## src/rtl/ysyx_24090018_idu_stage.sv

```systemverilog
// rtl/ysyx_24090018_idu_stage.sv - registered RV32I decode stage between IFU and EXU
//
// Decodes one RV32I instruction per cycle into an ALU-ready bundle held in an
// output pipeline register. It uses valid/ready handshakes on both sides and a flush input.
//
// Configuration macro: YSYX_24090018_IDU_ILLEGAL_EN
//   When defined, illegal_o flags an unknown opcode or a bad funct7 on OP/shift-imm.
//   When undefined, illegal_o stays 0.
//   In both builds those instructions decode to a NOP bundle.
//
// Ports:
//   clk, rst                     clock, synchronous active-high reset
//   in_valid_i/in_ready_o        IFU handshake; inst_i, pc_i carry the instruction
//   flush_i                      drops the held bundle and any incoming instruction
//   rf_raddr1_o/rf_raddr2_o      combinational register-file read addresses
//   rf_rdata1_i/rf_rdata2_i      same-cycle register-file read data
//   out_valid_o/out_ready_i      EXU handshake
//   op1_o, op2_o, imm_o          ALU operands and sign-extended immediate
//   rs2_data_o                   store data / branch compare operand
//   rf_waddr_o, rf_we_o          destination register and writeback enable
//   alu_op_o, funct3_o           ALU operation, raw funct3
//   is_load_o .. is_jump_o       class flags
//   illegal_o                    unknown encoding (macro-dependent)

module ysyx_24090018_idu_stage #(
  parameter int DATA_WIDTH  = 32,
  parameter int ADDR_WIDTH  = 5,
  parameter int ALUOP_WIDTH = 4
) (
  input  logic                   clk,
  input  logic                   rst,
  input  logic                   in_valid_i,
  output logic                   in_ready_o,
  input  logic [DATA_WIDTH-1:0]  inst_i,
  input  logic [DATA_WIDTH-1:0]  pc_i,
  input  logic                   flush_i,
  output logic [ADDR_WIDTH-1:0]  rf_raddr1_o,
  output logic [ADDR_WIDTH-1:0]  rf_raddr2_o,
  input  logic [DATA_WIDTH-1:0]  rf_rdata1_i,
  input  logic [DATA_WIDTH-1:0]  rf_rdata2_i,
  output logic                   out_valid_o,
  input  logic                   out_ready_i,
  output logic [DATA_WIDTH-1:0]  op1_o,
  output logic [DATA_WIDTH-1:0]  op2_o,
  output logic [DATA_WIDTH-1:0]  imm_o,
  output logic [DATA_WIDTH-1:0]  rs2_data_o,
  output logic [ADDR_WIDTH-1:0]  rf_waddr_o,
  output logic                   rf_we_o,
  output logic [ALUOP_WIDTH-1:0] alu_op_o,
  output logic [2:0]             funct3_o,
  output logic                   is_load_o,
  output logic                   is_store_o,
  output logic                   is_branch_o,
  output logic                   is_jump_o,
  output logic                   illegal_o
);

`ifdef YSYX_24090018_IDU_ILLEGAL_EN
  localparam logic ILLEGAL_EN = 1'b1;
`else
  localparam logic ILLEGAL_EN = 1'b0;
`endif

  localparam logic [6:0] OPC_OP     = 7'b0110011;
  localparam logic [6:0] OPC_OP_IMM = 7'b0010011;
  localparam logic [6:0] OPC_LOAD   = 7'b0000011;
  localparam logic [6:0] OPC_STORE  = 7'b0100011;
  localparam logic [6:0] OPC_BRANCH = 7'b1100011;
  localparam logic [6:0] OPC_JALR   = 7'b1100111;
  localparam logic [6:0] OPC_JAL    = 7'b1101111;
  localparam logic [6:0] OPC_LUI    = 7'b0110111;
  localparam logic [6:0] OPC_AUIPC  = 7'b0010111;

  localparam logic [ALUOP_WIDTH-1:0] ALU_ADD   = ALUOP_WIDTH'(0);
  localparam logic [ALUOP_WIDTH-1:0] ALU_SUB   = ALUOP_WIDTH'(1);
  localparam logic [ALUOP_WIDTH-1:0] ALU_PASS2 = ALUOP_WIDTH'(10);

  logic [6:0] opcode;
  logic [2:0] funct3;
  logic [6:0] funct7;
  logic [4:0] rd;
  assign opcode = inst_i[6:0];
  assign funct3 = inst_i[14:12];
  assign funct7 = inst_i[31:25];
  assign rd     = inst_i[11:7];

  logic [DATA_WIDTH-1:0] imm_i, imm_s, imm_b, imm_u, imm_j;
  assign imm_i = {{(DATA_WIDTH-12){inst_i[31]}}, inst_i[31:20]};
  assign imm_s = {{(DATA_WIDTH-12){inst_i[31]}}, inst_i[31:25], inst_i[11:7]};
  assign imm_b = {{(DATA_WIDTH-12){inst_i[31]}}, inst_i[7], inst_i[30:25], inst_i[11:8], 1'b0};
  assign imm_u = {inst_i[31:12], 12'b0};
  assign imm_j = {{(DATA_WIDTH-20){inst_i[31]}}, inst_i[19:12], inst_i[20], inst_i[30:21], 1'b0};

  // funct3 -> ALU op; alt picks SUB/SRA where the encoding allows it
  function automatic logic [ALUOP_WIDTH-1:0] alu_from_f3(input logic [2:0] f3, input logic alt);
    case (f3)
      3'd0:    alu_from_f3 = alt ? ALU_SUB : ALU_ADD;
      3'd1:    alu_from_f3 = ALUOP_WIDTH'(2);
      3'd2:    alu_from_f3 = ALUOP_WIDTH'(3);
      3'd3:    alu_from_f3 = ALUOP_WIDTH'(4);
      3'd4:    alu_from_f3 = ALUOP_WIDTH'(5);
      3'd5:    alu_from_f3 = alt ? ALUOP_WIDTH'(7) : ALUOP_WIDTH'(6);
      3'd6:    alu_from_f3 = ALUOP_WIDTH'(8);
      default: alu_from_f3 = ALUOP_WIDTH'(9);
    endcase
  endfunction

  // Read addresses depend only on the opcode format, not on funct legality
  always_comb begin
    rf_raddr1_o = '0;
    rf_raddr2_o = '0;
    case (opcode)
      OPC_OP, OPC_STORE, OPC_BRANCH: begin
        rf_raddr1_o = inst_i[19:15];
        rf_raddr2_o = inst_i[24:20];
      end
      OPC_OP_IMM, OPC_LOAD, OPC_JALR: rf_raddr1_o = inst_i[19:15];
      default: ;
    endcase
  end

  logic [DATA_WIDTH-1:0]  d_op1, d_op2, d_imm, d_rs2;
  logic [ALUOP_WIDTH-1:0] d_alu;
  logic [2:0]             d_f3;
  logic                   d_we, d_ld, d_st, d_br, d_jp, d_bad;
  logic                   op_f7_ok, sh_f7_ok, is_shift;

  assign op_f7_ok = (funct7 == 7'h00) || (funct7 == 7'h20 && (funct3 == 3'd0 || funct3 == 3'd5));
  assign is_shift = (funct3 == 3'd1) || (funct3 == 3'd5);
  assign sh_f7_ok = (funct7 == 7'h00) || (funct7 == 7'h20 && funct3 == 3'd5);

  // Defaults form the NOP bundle; bad encodings simply never leave it
  always_comb begin
    d_op1 = '0;  d_op2 = '0;  d_imm = '0;  d_rs2 = '0;
    d_alu = ALU_ADD;  d_f3 = 3'd0;  d_we = 1'b0;
    d_ld = 1'b0;  d_st = 1'b0;  d_br = 1'b0;  d_jp = 1'b0;  d_bad = 1'b0;
    case (opcode)
      OPC_OP: begin
        if (op_f7_ok) begin
          d_op1 = rf_rdata1_i;  d_op2 = rf_rdata2_i;  d_rs2 = rf_rdata2_i;
          d_alu = alu_from_f3(funct3, inst_i[30]);  d_f3 = funct3;  d_we = 1'b1;
        end else d_bad = 1'b1;
      end
      OPC_OP_IMM: begin
        if (!is_shift || sh_f7_ok) begin
          d_op1 = rf_rdata1_i;  d_imm = imm_i;  d_f3 = funct3;  d_we = 1'b1;
          // Shifts take the raw shamt; ADDI has no SUB variant
          d_op2 = is_shift ? {{(DATA_WIDTH-5){1'b0}}, inst_i[24:20]} : imm_i;
          d_alu = alu_from_f3(funct3, is_shift & inst_i[30]);
        end else d_bad = 1'b1;
      end
      OPC_LOAD: begin
        d_op1 = rf_rdata1_i;  d_op2 = imm_i;  d_imm = imm_i;
        d_f3 = funct3;  d_we = 1'b1;  d_ld = 1'b1;
      end
      OPC_JALR: begin
        // op2=4 yields the link value; imm carries the target offset
        d_op1 = rf_rdata1_i;  d_op2 = DATA_WIDTH'(4);  d_imm = imm_i;
        d_f3 = funct3;  d_we = 1'b1;  d_jp = 1'b1;
      end
      OPC_STORE: begin
        d_op1 = rf_rdata1_i;  d_op2 = imm_s;  d_imm = imm_s;  d_rs2 = rf_rdata2_i;
        d_f3 = funct3;  d_st = 1'b1;
      end
      OPC_BRANCH: begin
        d_op1 = rf_rdata1_i;  d_op2 = rf_rdata2_i;  d_imm = imm_b;  d_rs2 = rf_rdata2_i;
        d_alu = ALU_SUB;  d_f3 = funct3;  d_br = 1'b1;
      end
      OPC_LUI: begin
        d_op2 = imm_u;  d_imm = imm_u;  d_alu = ALU_PASS2;  d_we = 1'b1;
      end
      OPC_AUIPC: begin
        d_op1 = pc_i;  d_op2 = imm_u;  d_imm = imm_u;  d_we = 1'b1;
      end
      OPC_JAL: begin
        d_op1 = pc_i;  d_op2 = DATA_WIDTH'(4);  d_imm = imm_j;  d_we = 1'b1;  d_jp = 1'b1;
      end
      default: d_bad = 1'b1;
    endcase
  end

  logic d_we_eff, capture;
  assign d_we_eff   = d_we && (rd != 5'd0);
  assign in_ready_o = !out_valid_o || out_ready_i;
  assign capture    = in_valid_i && in_ready_o && !flush_i;

  always_ff @(posedge clk) begin
    if (rst) begin
      out_valid_o <= 1'b0;
      op1_o       <= '0;
      op2_o       <= '0;
      imm_o       <= '0;
      rs2_data_o  <= '0;
      rf_waddr_o  <= '0;
      rf_we_o     <= 1'b0;
      alu_op_o    <= '0;
      funct3_o    <= 3'd0;
      is_load_o   <= 1'b0;
      is_store_o  <= 1'b0;
      is_branch_o <= 1'b0;
      is_jump_o   <= 1'b0;
      illegal_o   <= 1'b0;
    end else begin
      if (flush_i)          out_valid_o <= 1'b0;
      else if (capture)     out_valid_o <= 1'b1;
      else if (out_ready_i) out_valid_o <= 1'b0;

      if (capture) begin
        op1_o       <= d_op1;
        op2_o       <= d_op2;
        imm_o       <= d_imm;
        rs2_data_o  <= d_rs2;
        rf_waddr_o  <= d_we_eff ? ADDR_WIDTH'(rd) : '0;
        rf_we_o     <= d_we_eff;
        alu_op_o    <= d_alu;
        funct3_o    <= d_f3;
        is_load_o   <= d_ld;
        is_store_o  <= d_st;
        is_branch_o <= d_br;
        is_jump_o   <= d_jp;
        illegal_o   <= d_bad & ILLEGAL_EN;
      end
    end
  end

endmodule

```

## config.mk

```make
export PLATFORM = sky130hd
export DESIGN_NAME = ysyx_24090018_idu_stage
export DESIGN_NICKNAME = d
export VERILOG_FILES = /design/src/rtl/ysyx_24090018_idu_stage.sv
export SDC_FILE = /design/constraint.sdc
export NUM_CORES = 1
export LEC_CHECK = 0
export ABC_AREA = 1
export BUFFER_PORTS_ARGS = -buffer_cell sky130_fd_sc_hd__buf_2
export CAP_MARGIN = 10
export CORE_UTILIZATION = 50
export CTS_CLUSTER_SIZE = 14
export DETAILED_ROUTE_END_ITERATION = 8
export HOLD_SLACK_MARGIN = 0.15
export PLACE_DENSITY = 0.91
export RECOVER_POWER = 50
export SETUP_SLACK_MARGIN = 0.2
export SLEW_MARGIN = 20
export SYNTH_ARGS = -nofsm -noshare
export SYNTH_HDL_FRONTEND = slang
export SYNTH_SLANG_ARGS = --single-unit
```

## constraint.sdc

```tcl
create_clock -name clk -period 1.78 [get_ports clk]
set_input_delay 0.356 -clock clk [delete_from_list [all_inputs] [get_ports clk]]
set_output_delay 0.356 -clock clk [all_outputs]
set_load 0.02 [all_outputs]
```

Word-level counts from Yosys, hierarchy flattened
Index checks and enable logic that the tools add are counted.
{"block": "classes", "n_eq_ne": 16, "muxes": 34, "n_bitwise": 1, "n_reduce_logical": 28}
{"cell": "$pmux W32 S7", "n": 1}
{"cell": "$mux W32", "n": 6}
{"cell": "$pmux W32 S6", "n": 1}
{"cell": "$pmux W32 S4", "n": 1}
{"cell": "$pmux W32 S2", "n": 1}
{"cell": "$pmux W4 S7", "n": 2}
{"cell": "$eq A7 B6 Y1 const B", "n": 4}
{"cell": "$eq A7 B7 Y1 const B", "n": 3}
{"cell": "$pmux W4 S4", "n": 1}
{"cell": "$mux W5", "n": 3}
{"cell": "$eq A7 B5 Y1 const B", "n": 2}
{"cell": "$mux W1", "n": 12}
{"cell": "$reduce_or A2 Y1", "n": 6}
{"cell": "$eq A3 B3 Y1 const B", "n": 3}
{"cell": "$pmux W3 S3", "n": 1}
{"cell": "$mux W4", "n": 2}
{"cell": "$eq A7 B2 Y1 const B", "n": 1}
{"cell": "$logic_not A7 Y1", "n": 1}
{"cell": "$eq A3 B2 Y1 const B", "n": 2}
{"cell": "$logic_or A1 B1 Y1", "n": 6}
{"cell": "$mux W3", "n": 2}
{"cell": "$reduce_or A6 Y1", "n": 1}
{"cell": "$logic_and A1 B1 Y1", "n": 5}
{"cell": "$reduce_bool A5 Y1", "n": 1}
{"cell": "other kinds (9)", "n": 11}
{"block": "word_totals", "register_bits": 146, "in_bits": 133, "output_inout_bits": 158}

Longest topological paths before layout
Gate-level depths: netlist of run 1.
{"block": "logic_depth", "ltp_word": 8, "ltp_mapped": 13}

Worst setup path after synthesis of run 1
No wires, ideal clock.
{"block": "synth_path", "path_type": "in2out", "start": "input inst_i[1]", "end": "output rf_raddr2_o[0]", "t_arrival_ps": 1540, "required_time_ps": 1424, "path_slack_ps": -116, "cell_stages": 7, "n_path_buf": 1, "cell_sequence": "nand2_1 -> inv_1 -> nand2_1 -> nor2_2 -> clkbuf_1 -> nor2_1 -> nor2_1"}
{"block": "synth_via", "elab_chain_len": 3}
{"item": "start, declared", "line_no": "34", "rtl": "input logic [DATA_WIDTH-1:0] inst_i,"}
{"item": "$eq A7 B6 Y1 or $eq A7 B7 Y1 (tied branches)", "line_no": "112", "rtl": "case (opcode)"}
{"item": "$reduce_or A3 Y1 *", "line_no": "112"}
{"item": "$mux W5 *", "line_no": "112"}
{"item": "end, declared", "line_no": "38", "rtl": "output logic [ADDR_WIDTH-1:0] rf_raddr2_o,"}
Every way passes the cells marked *; elsewhere a longest branch is shown, timed or not.

Worst setup path after layout of run 1
{"block": "layout_path", "start": "input inst_i[6]", "end": "output rf_raddr1_o[3]"}
{"block": "layout_via", "elab_chain_len": 3}
{"item": "$eq A7 B5 Y1, or another cell as far along", "line_no": "112"}
{"item": "$reduce_or A6 Y1 (no line) *"}
{"item": "$mux W5 *", "line_no": "112"}
{"item": "end, declared", "line_no": "37", "rtl": "output logic [ADDR_WIDTH-1:0] rf_raddr1_o,"}
Marked as above.

==> impl_metrics.toml, run 1 <==
[synthesis]
ys_warn_count = 0
synth_fp_nets = 1401
synth_cells = 1268
post_synth_instance_area_mm2 = 0.00794
synth_flop_cell = "sky130_fd_sc_hd__dfxtp_1"
synth.ff_latch_count = 146
average_instance_area_after_synthesis_um2 = 6.26
netlist-cell-type-count = 27
synth_sequential_area_ratio = 0.368
asyncSetResetFlopFracSynth = 0
synth_enable_flop_cells = 0

[drt]
drc_errors = 0
vias = 9997
detail_route.iter0.violations = 963
viasPerCell = 5.56
firstDrtPassIters = 5
drt_wl_total_mm = 29.7
route.detailed.wl_per_inst_um = 16.5
remaining_antenna_violation_count = 0

[finish]
nNetsFinal = 1706
drive_gt1_frac = 0.204
area_delta_synth_final_pct = 38.7
postLayoutCoreUtil = 0.717

[clock_tree]
cts_max_path_buffers = 2
clock_latency_ns = 0.42
clock-root-buffer = "sky130_fd_sc_hd__clkbuf_16"
cts.sinks = 146
htree_levels = 4
tritoncts = "built"
clk_pin_slew_ns = 0.06
cts_buffers = 17

[timing]
fmax_mhz = 590
final.setup_skew_ns = 0.00756
finalCritPeriodShare = 0.952
setup_viol = 0
setup_repair_after_global_routing_missed_its_margin = "yes"
timing_hold_violations_final = 0
relSlewSlack = 0.644
worst-slew-pin-transition_ns = 0.534
final.min_clock_period_ns = 1.69
slew_violations = 0

[floorplanning]
standard_cell_core_area_mm2 = 0.0154
die_w_um = 128
floorplan.initialDensity = 0.517
placement_rows = 45
die_height_um = 128
floorplan.die_area_mm2 = 0.0164
ios = 291

[setup_path]
worstSetupStartpointType = "primary input"
path_max_fanout = 5
critical_path_arrival_ns = 1.34
crit_slowest_cell = "sky130_fd_sc_hd__nor3_4"
critical_path.max_stage_delay_ns = 0.18
critical_path_required_ns = 1.42
setup.worst_path.class = "primary input to primary output"
crit_path_end_kind = "primary output"
critPathLaunch = "inst_i[6]"
timing.rr.start = "out_valid_o"
crit_path_cell_trace = "buf_6, buf_6, nor3_4, nand2_4, nand2_4, nor2_4, nand2_4, inv_8, nor2_4, buf_6"

[hold_path]
holdCritPathClass = "primary input to flop"
worst_hold_startpoint = "inst_i[8]"

[pwr]
pwr_density_cell_mw_per_mm2 = 743
share_seq_of_total_power = 0.411
power.clock.fraction = 0.466
p_int_mw = 6.07
leakage_nw = 4.88
netSwitchingPower_mw = 2.11
worst_ir_drop_vdd_uv = 557
switching_share = 0.258
combinationalPowerShare = 0.122
total_power_mw = 8.18

[flow_run]
max_cap_violations = 0

[global_routing]
via_count_of_the_first_global_routing_pass = 8826
wire_length_of_the_first_global_routing_pass_mm = 45.6
grt_antenna_before_repair = 2
grt_use_total = 0.354
grt_max_degree = 111
globalRouteOverflowTotal = 0

[place]
dp_hpwl_mm = 20.8
port-buffer-count = 289
place.gp.congestion = 0.976

[outcome]
run_status = "finished, final reports clean"
[critical path, delay by kind of cell]
kind	cells	cell delay, ns
buffers and inverters	4	0.40
AND/OR/NAND/NOR	6	0.57
[power by group through the flow]
| stage | Clock (mW) | Sequential [mW] | Combinational [mW] |
|---|---|---|---|
| 2_1_floorplan | 0 | 3.51 | 0.384 |
| 3_3_place_gp | 0 | 3.43 | 0.940 |
| 3_5_place_dp | 0 | 3.43 | 0.951 |
| 4_1_cts | 3.86 | 3.36 | 0.994 |
| 5_1_grt | 3.99 | 3.37 | 1.07 |
| 6_report | 3.82 | 3.37 | 1.00 |
[per-layer routing]
layer | track usage | wire length (um) | vias to the layer above
li1 | - | - | 4766
met1 | 0.427 | 11600 | 4558
met2 | 0.596 | 14100 | 582
met4 | 0.179 | 1250 | 0
met3 | 0.0760 | 2700 | 91
met5 | 0 | 0 | -
[flip-flops by register name (all words and copies together) (netlist names)]
name	flops
imm_o	32
is_branch_o	1
out_valid_o	1
is_jump_o	1
is_store_o	1
is_load_o	1
funct3_o	3
alu_op_o	4
op2_o	32
rf_we_o	1
rf_waddr_o	5
rs2_data_o	32
op1_o	32
[cells in the final DEF (no fill, tap or decap), types with 4 or more instances in the layout]
cell type / n
sky130_fd_sc_hd__nand2_1: 456
sky130_fd_sc_hd__nand3_1: 151
sky130_fd_sc_hd__dfxtp_1: 146
sky130_fd_sc_hd__clkbuf_1: 146
sky130_fd_sc_hd__buf_2: 126
sky130_fd_sc_hd__a21oi_1: 109
sky130_fd_sc_hd__inv_1: 76
sky130_fd_sc_hd__buf_4: 61
sky130_fd_sc_hd__nor2_1: 53
sky130_fd_sc_hd__nand4_1: 38
sky130_fd_sc_hd__o21ai_0: 36
sky130_fd_sc_hd__o211ai_1: 35
sky130_fd_sc_hd__buf_12: 22
sky130_fd_sc_hd__clkbuf_16: 18
sky130_fd_sc_hd__buf_6: 18
sky130_fd_sc_hd__nor2_4: 16
sky130_fd_sc_hd__nand2_2: 9
sky130_fd_sc_hd__nand2_4: 8
sky130_fd_sc_hd__a31oi_1: 8
sky130_fd_sc_hd__nor2_2: 6
sky130_fd_sc_hd__inv_2: 5
sky130_fd_sc_hd__clkinv_2: 4
sky130_fd_sc_hd__bufinv_16: 4
[per-stage QoR]
step	worst slack, ns	TNS [ns]	cells	hold slack, ns	cell area (um^2)
finish	0.0850	0	1799	0.243	11000
global route	0.0395	0	1799	0.250	11000
CTS	0.0208	0	1795	0.223	11100
detailed placement	-0.245	-12.24	1753	0.452	10200
global placement	-0.263	-6.69	1753	0.449	10200
floorplan	0.110	0	1268	0.434	8060
[area by class of cell]
class	instances	area [um^2]
tap	211	264
clock buffer	19	443
fill	1381	4360
inverter	87	349
antenna	2	5.00
clock inverter	13	183
timing repair buffer	377	2350
sequential	146	2920
multi-input combinational	944	4500
[cells by family after synthesis]
| group | count (synthesis) | share of synthesized area |
|---|---|---|
| AND/OR/NAND/NOR | 744 | 0.397 |
| flip-flops | 146 | 0.368 |
| other | 1 | 0.000472 |
| buffers and inverters | 178 | 0.0945 |
| AO/OA/AOI/OAI | 199 | 0.140 |
[path summary, 6_finish.rpt]
check / slack, ns / cells past startpoint / to
setup / recovery: 0.09 / 10 / rf_raddr1_o[3]
hold / removal: 0.24 / 3 / rf_waddr_o[1]
setup reg to reg: 0.23 / 6 / imm_o[8]
hold reg to reg: 0.46 / 2 / op2_o[12]
[what timing repair did]
item / 4_1_cts / 5_1_grt
hold buffers: 1 / 0
resized for setup: 46 / 36
setup endpoints to repair: 10 / 56
pin swaps: 12 / 8
buffers inserted: 9 / 1
endpoints found under the hold margin: 1 / 0
cloned: 0 / 1
[cell usage after synthesis, types with 10 or more instances]
| library cell | n | area share |
|---|---|---|
| sky130_fd_sc_hd__clkbuf_1 | 47 | 0.022 |
| sky130_fd_sc_hd__dfxtp_1 | 146 | 0.37 |
| sky130_fd_sc_hd__nor2_1 | 69 | 0.033 |
| sky130_fd_sc_hd__nand3_1 | 153 | 0.096 |
| sky130_fd_sc_hd__nand2_1 | 465 | 0.22 |
| sky130_fd_sc_hd__o211ai_1 | 35 | 0.033 |
| sky130_fd_sc_hd__buf_4 | 10 | 0.0095 |
| sky130_fd_sc_hd__a21oi_1 | 112 | 0.071 |
| sky130_fd_sc_hd__o21ai_0 | 39 | 0.025 |
| sky130_fd_sc_hd__inv_1 | 79 | 0.037 |
| sky130_fd_sc_hd__nand4_1 | 38 | 0.030 |
| sky130_fd_sc_hd__buf_2 | 24 | 0.015 |
No activity file was read; power rests on OpenSTA's default activity.
==> run 2, diff against run 1 <==
--- a/config.mk
+++ b/config.mk
@@ -8,11 +8,11 @@
 export ABC_AREA = 1
 export BUFFER_PORTS_ARGS = -buffer_cell sky130_fd_sc_hd__buf_2
 export CAP_MARGIN = 10
-export CORE_UTILIZATION = 50
+export CORE_UTILIZATION = 25
 export CTS_CLUSTER_SIZE = 14
 export DETAILED_ROUTE_END_ITERATION = 8
 export HOLD_SLACK_MARGIN = 0.15
-export PLACE_DENSITY = 0.91
+export PLACE_DENSITY = 0.56
 export RECOVER_POWER = 50
 export SETUP_SLACK_MARGIN = 0.2
 export SLEW_MARGIN = 20
==> run 2 against run 1 <==
Compared with the run above:
- the flow now finishes with violations (setup timing)
- global-route usage decreased by 14 points
- critical path depth unchanged
- clock-buffer cell count up 1
- non-clock buffer count grew 21
- hold slack worse by 0.068 ns
- design area grew 5.3%
- wire length rose by 19%
- clock power grew 3%
- sequential cell count stayed put
- worst setup slack lost 0.094 ns
- fmax is 5.3% lower
- combinational power increased by 5%
==> impl_metrics.toml, run 2 (synthesized netlist as in run 1, its figures left out) <==
[outcome]
run_status = "finished, violations left"
violated_checks = "setup timing"

[setup_path]
crit_path_end_kind = "primary output"
setup.worst_path.class = "primary input to primary output"
critical_path.max_stage_delay_ns = 0.24
crit_path_cell_trace = "buf_6, buf_6, nor3_4, nand2_4, nand2_4, nor2_4, nand2_4, inv_8, nor2_4, buf_6"
critical_path_arrival_ns = 1.43
critical_path_required_ns = 1.42
path_max_fanout = 5
worstSetupStartpointType = "primary input"
crit_slowest_cell = "sky130_fd_sc_hd__nor3_4"

[pwr]
total_power_mw = 8.36
worst_ir_drop_vdd_uv = 580
leakage_nw = 5.13
pwr_density_cell_mw_per_mm2 = 721

[floorplanning]
floorplan.die_area_mm2 = 0.0325
die_height_um = 180
placement_rows = 64
standard_cell_core_area_mm2 = 0.0309
die_w_um = 180
floorplan.initialDensity = 0.257
ios = 291

[global_routing]
grt_use_total = 0.212
grt_antenna_before_repair = 6
globalRouteOverflowTotal = 0
grt_max_degree = 111
wire_length_of_the_first_global_routing_pass_mm = 53.3
via_count_of_the_first_global_routing_pass = 9249

[flow_run]
max_cap_violations = 0

[finish]
area_delta_synth_final_pct = 46.0
most-common-layout-cells = "442 x sky130_fd_sc_hd__nand2_1, 158 x sky130_fd_sc_hd__buf_2, 151 x sky130_fd_sc_hd__nand3_1"
multi_input_area_mm2 = 0.00457
drive_gt1_frac = 0.241
layout.cells.most_common = "sky130_fd_sc_hd__nand2_1"
layout.filler_cells = 3429
regArea_mm2 = 0.00292
nNetsFinal = 1727

[timing]
finalCritPeriodShare = 1.01
relSlewSlack = 0.487
final.setup.tns_ns = -0.00898
postLayoutSetupSlackWorst_ns = -0.00898
slew_violations = 0
final.min_clock_period_ns = 1.79
final.setup_skew_ns = 0.00733
setup_viol = 1
timing_hold_violations_final = 0
setup_repair_after_global_routing_missed_its_margin = "yes"
worst-slew-pin-transition_ns = 0.770
fmax_mhz = 559

[drt]
drt_wl_total_mm = 35.5
viasPerCell = 4.87
remaining_antenna_violation_count = 0
route.detailed.wl_per_inst_um = 17.7
drc_errors = 0
vias = 9766
detail_route.iter0.violations = 603
firstDrtPassIters = 5

[clock_tree]
htree_levels = 4
cts_buffers = 17
clock-root-buffer = "sky130_fd_sc_hd__clkbuf_16"
cts.sinks = 146
cts_max_path_buffers = 2
clock_latency_ns = 0.45
tritoncts = "built"
clk_pin_slew_ns = 0.07

[place]
dp_hpwl_mm = 25.2
place.gp.congestion = 0.932
port-buffer-count = 289

[hold_path]
holdCritPathClass = "primary input to flop"
## run 2: repair_timing
item,CTS,global route
gates cloned,0,8
hold buffers,1,0
pin swaps,13,23
setup endpoints to repair,10,130
resized for setup,37,63
buffers inserted,6,4
hold endpoints to repair,1,0
## run 2: where the power goes
group / internal, mW / switching [mW] / total [mW]
Clock: 2.39 / 1.56 / 3.95
Sequential: 3.33 / 0.0336 / 3.36
Combinational: 0.367 / 0.683 / 1.05
Total: 6.09 / 2.28 / 8.36
## run 2: per-stage QoR
step | utilization | cell area [um^2] | instances | setup slack [ns] | hold slack (ns)
after floorplan | - | 8060 | 1268 | 0.110 | 0.434
after global placement | 0.340 | 10500 | 1952 | -0.357 | 0.450
after detailed placement | 0.340 | 10500 | 1952 | -0.325 | 0.454
after CTS | 0.366 | 11300 | 1991 | -0.0198 | 0.153
after global routing | 0.375 | 11600 | 2003 | -0.0727 | 0.163
final | 0.375 | 11600 | 2007 | -0.00898 | 0.175
## run 2: layout make-up
type                    instances  share of cell area
clock buffers                  20              0.0385
multi-input cells             944               0.394
inverters                      87              0.0301
well taps                     396              0.0427
repair buffers                398               0.226
flip-flops and latches        146               0.252
diodes                          4            0.000863
clock inverters                12              0.0154
## run 2: path summary, 6_finish.rpt
path,startpoint,cells after the start,slack [ns],endpoint
worst max-delay path,inst_i[6],10,-0.009,rf_raddr1_o[2]
worst max register to register,out_valid_o,5,0.23,op2_o[12]
worst min register to register,imm_o[30],2,0.46,imm_o[30]
worst min-delay path,rf_rdata2_i[7],3,0.18,rs2_data_o[7]
## run 2: worst max-delay path: cells and delay by family
kind / cells / cell delay, ns
and+or+nand+nor: 6 / 0.66
buffers and inverters: 4 / 0.40
## run 2: layer usage
layer,up-vias,GRT usage,part of all wire
li1,4819,-,-
met1,4470,0.263,0.43
met2,421,0.343,0.46
met3,54,0.0624,0.083
met4,2,0.0841,0.028
met5,-,0,0.00037
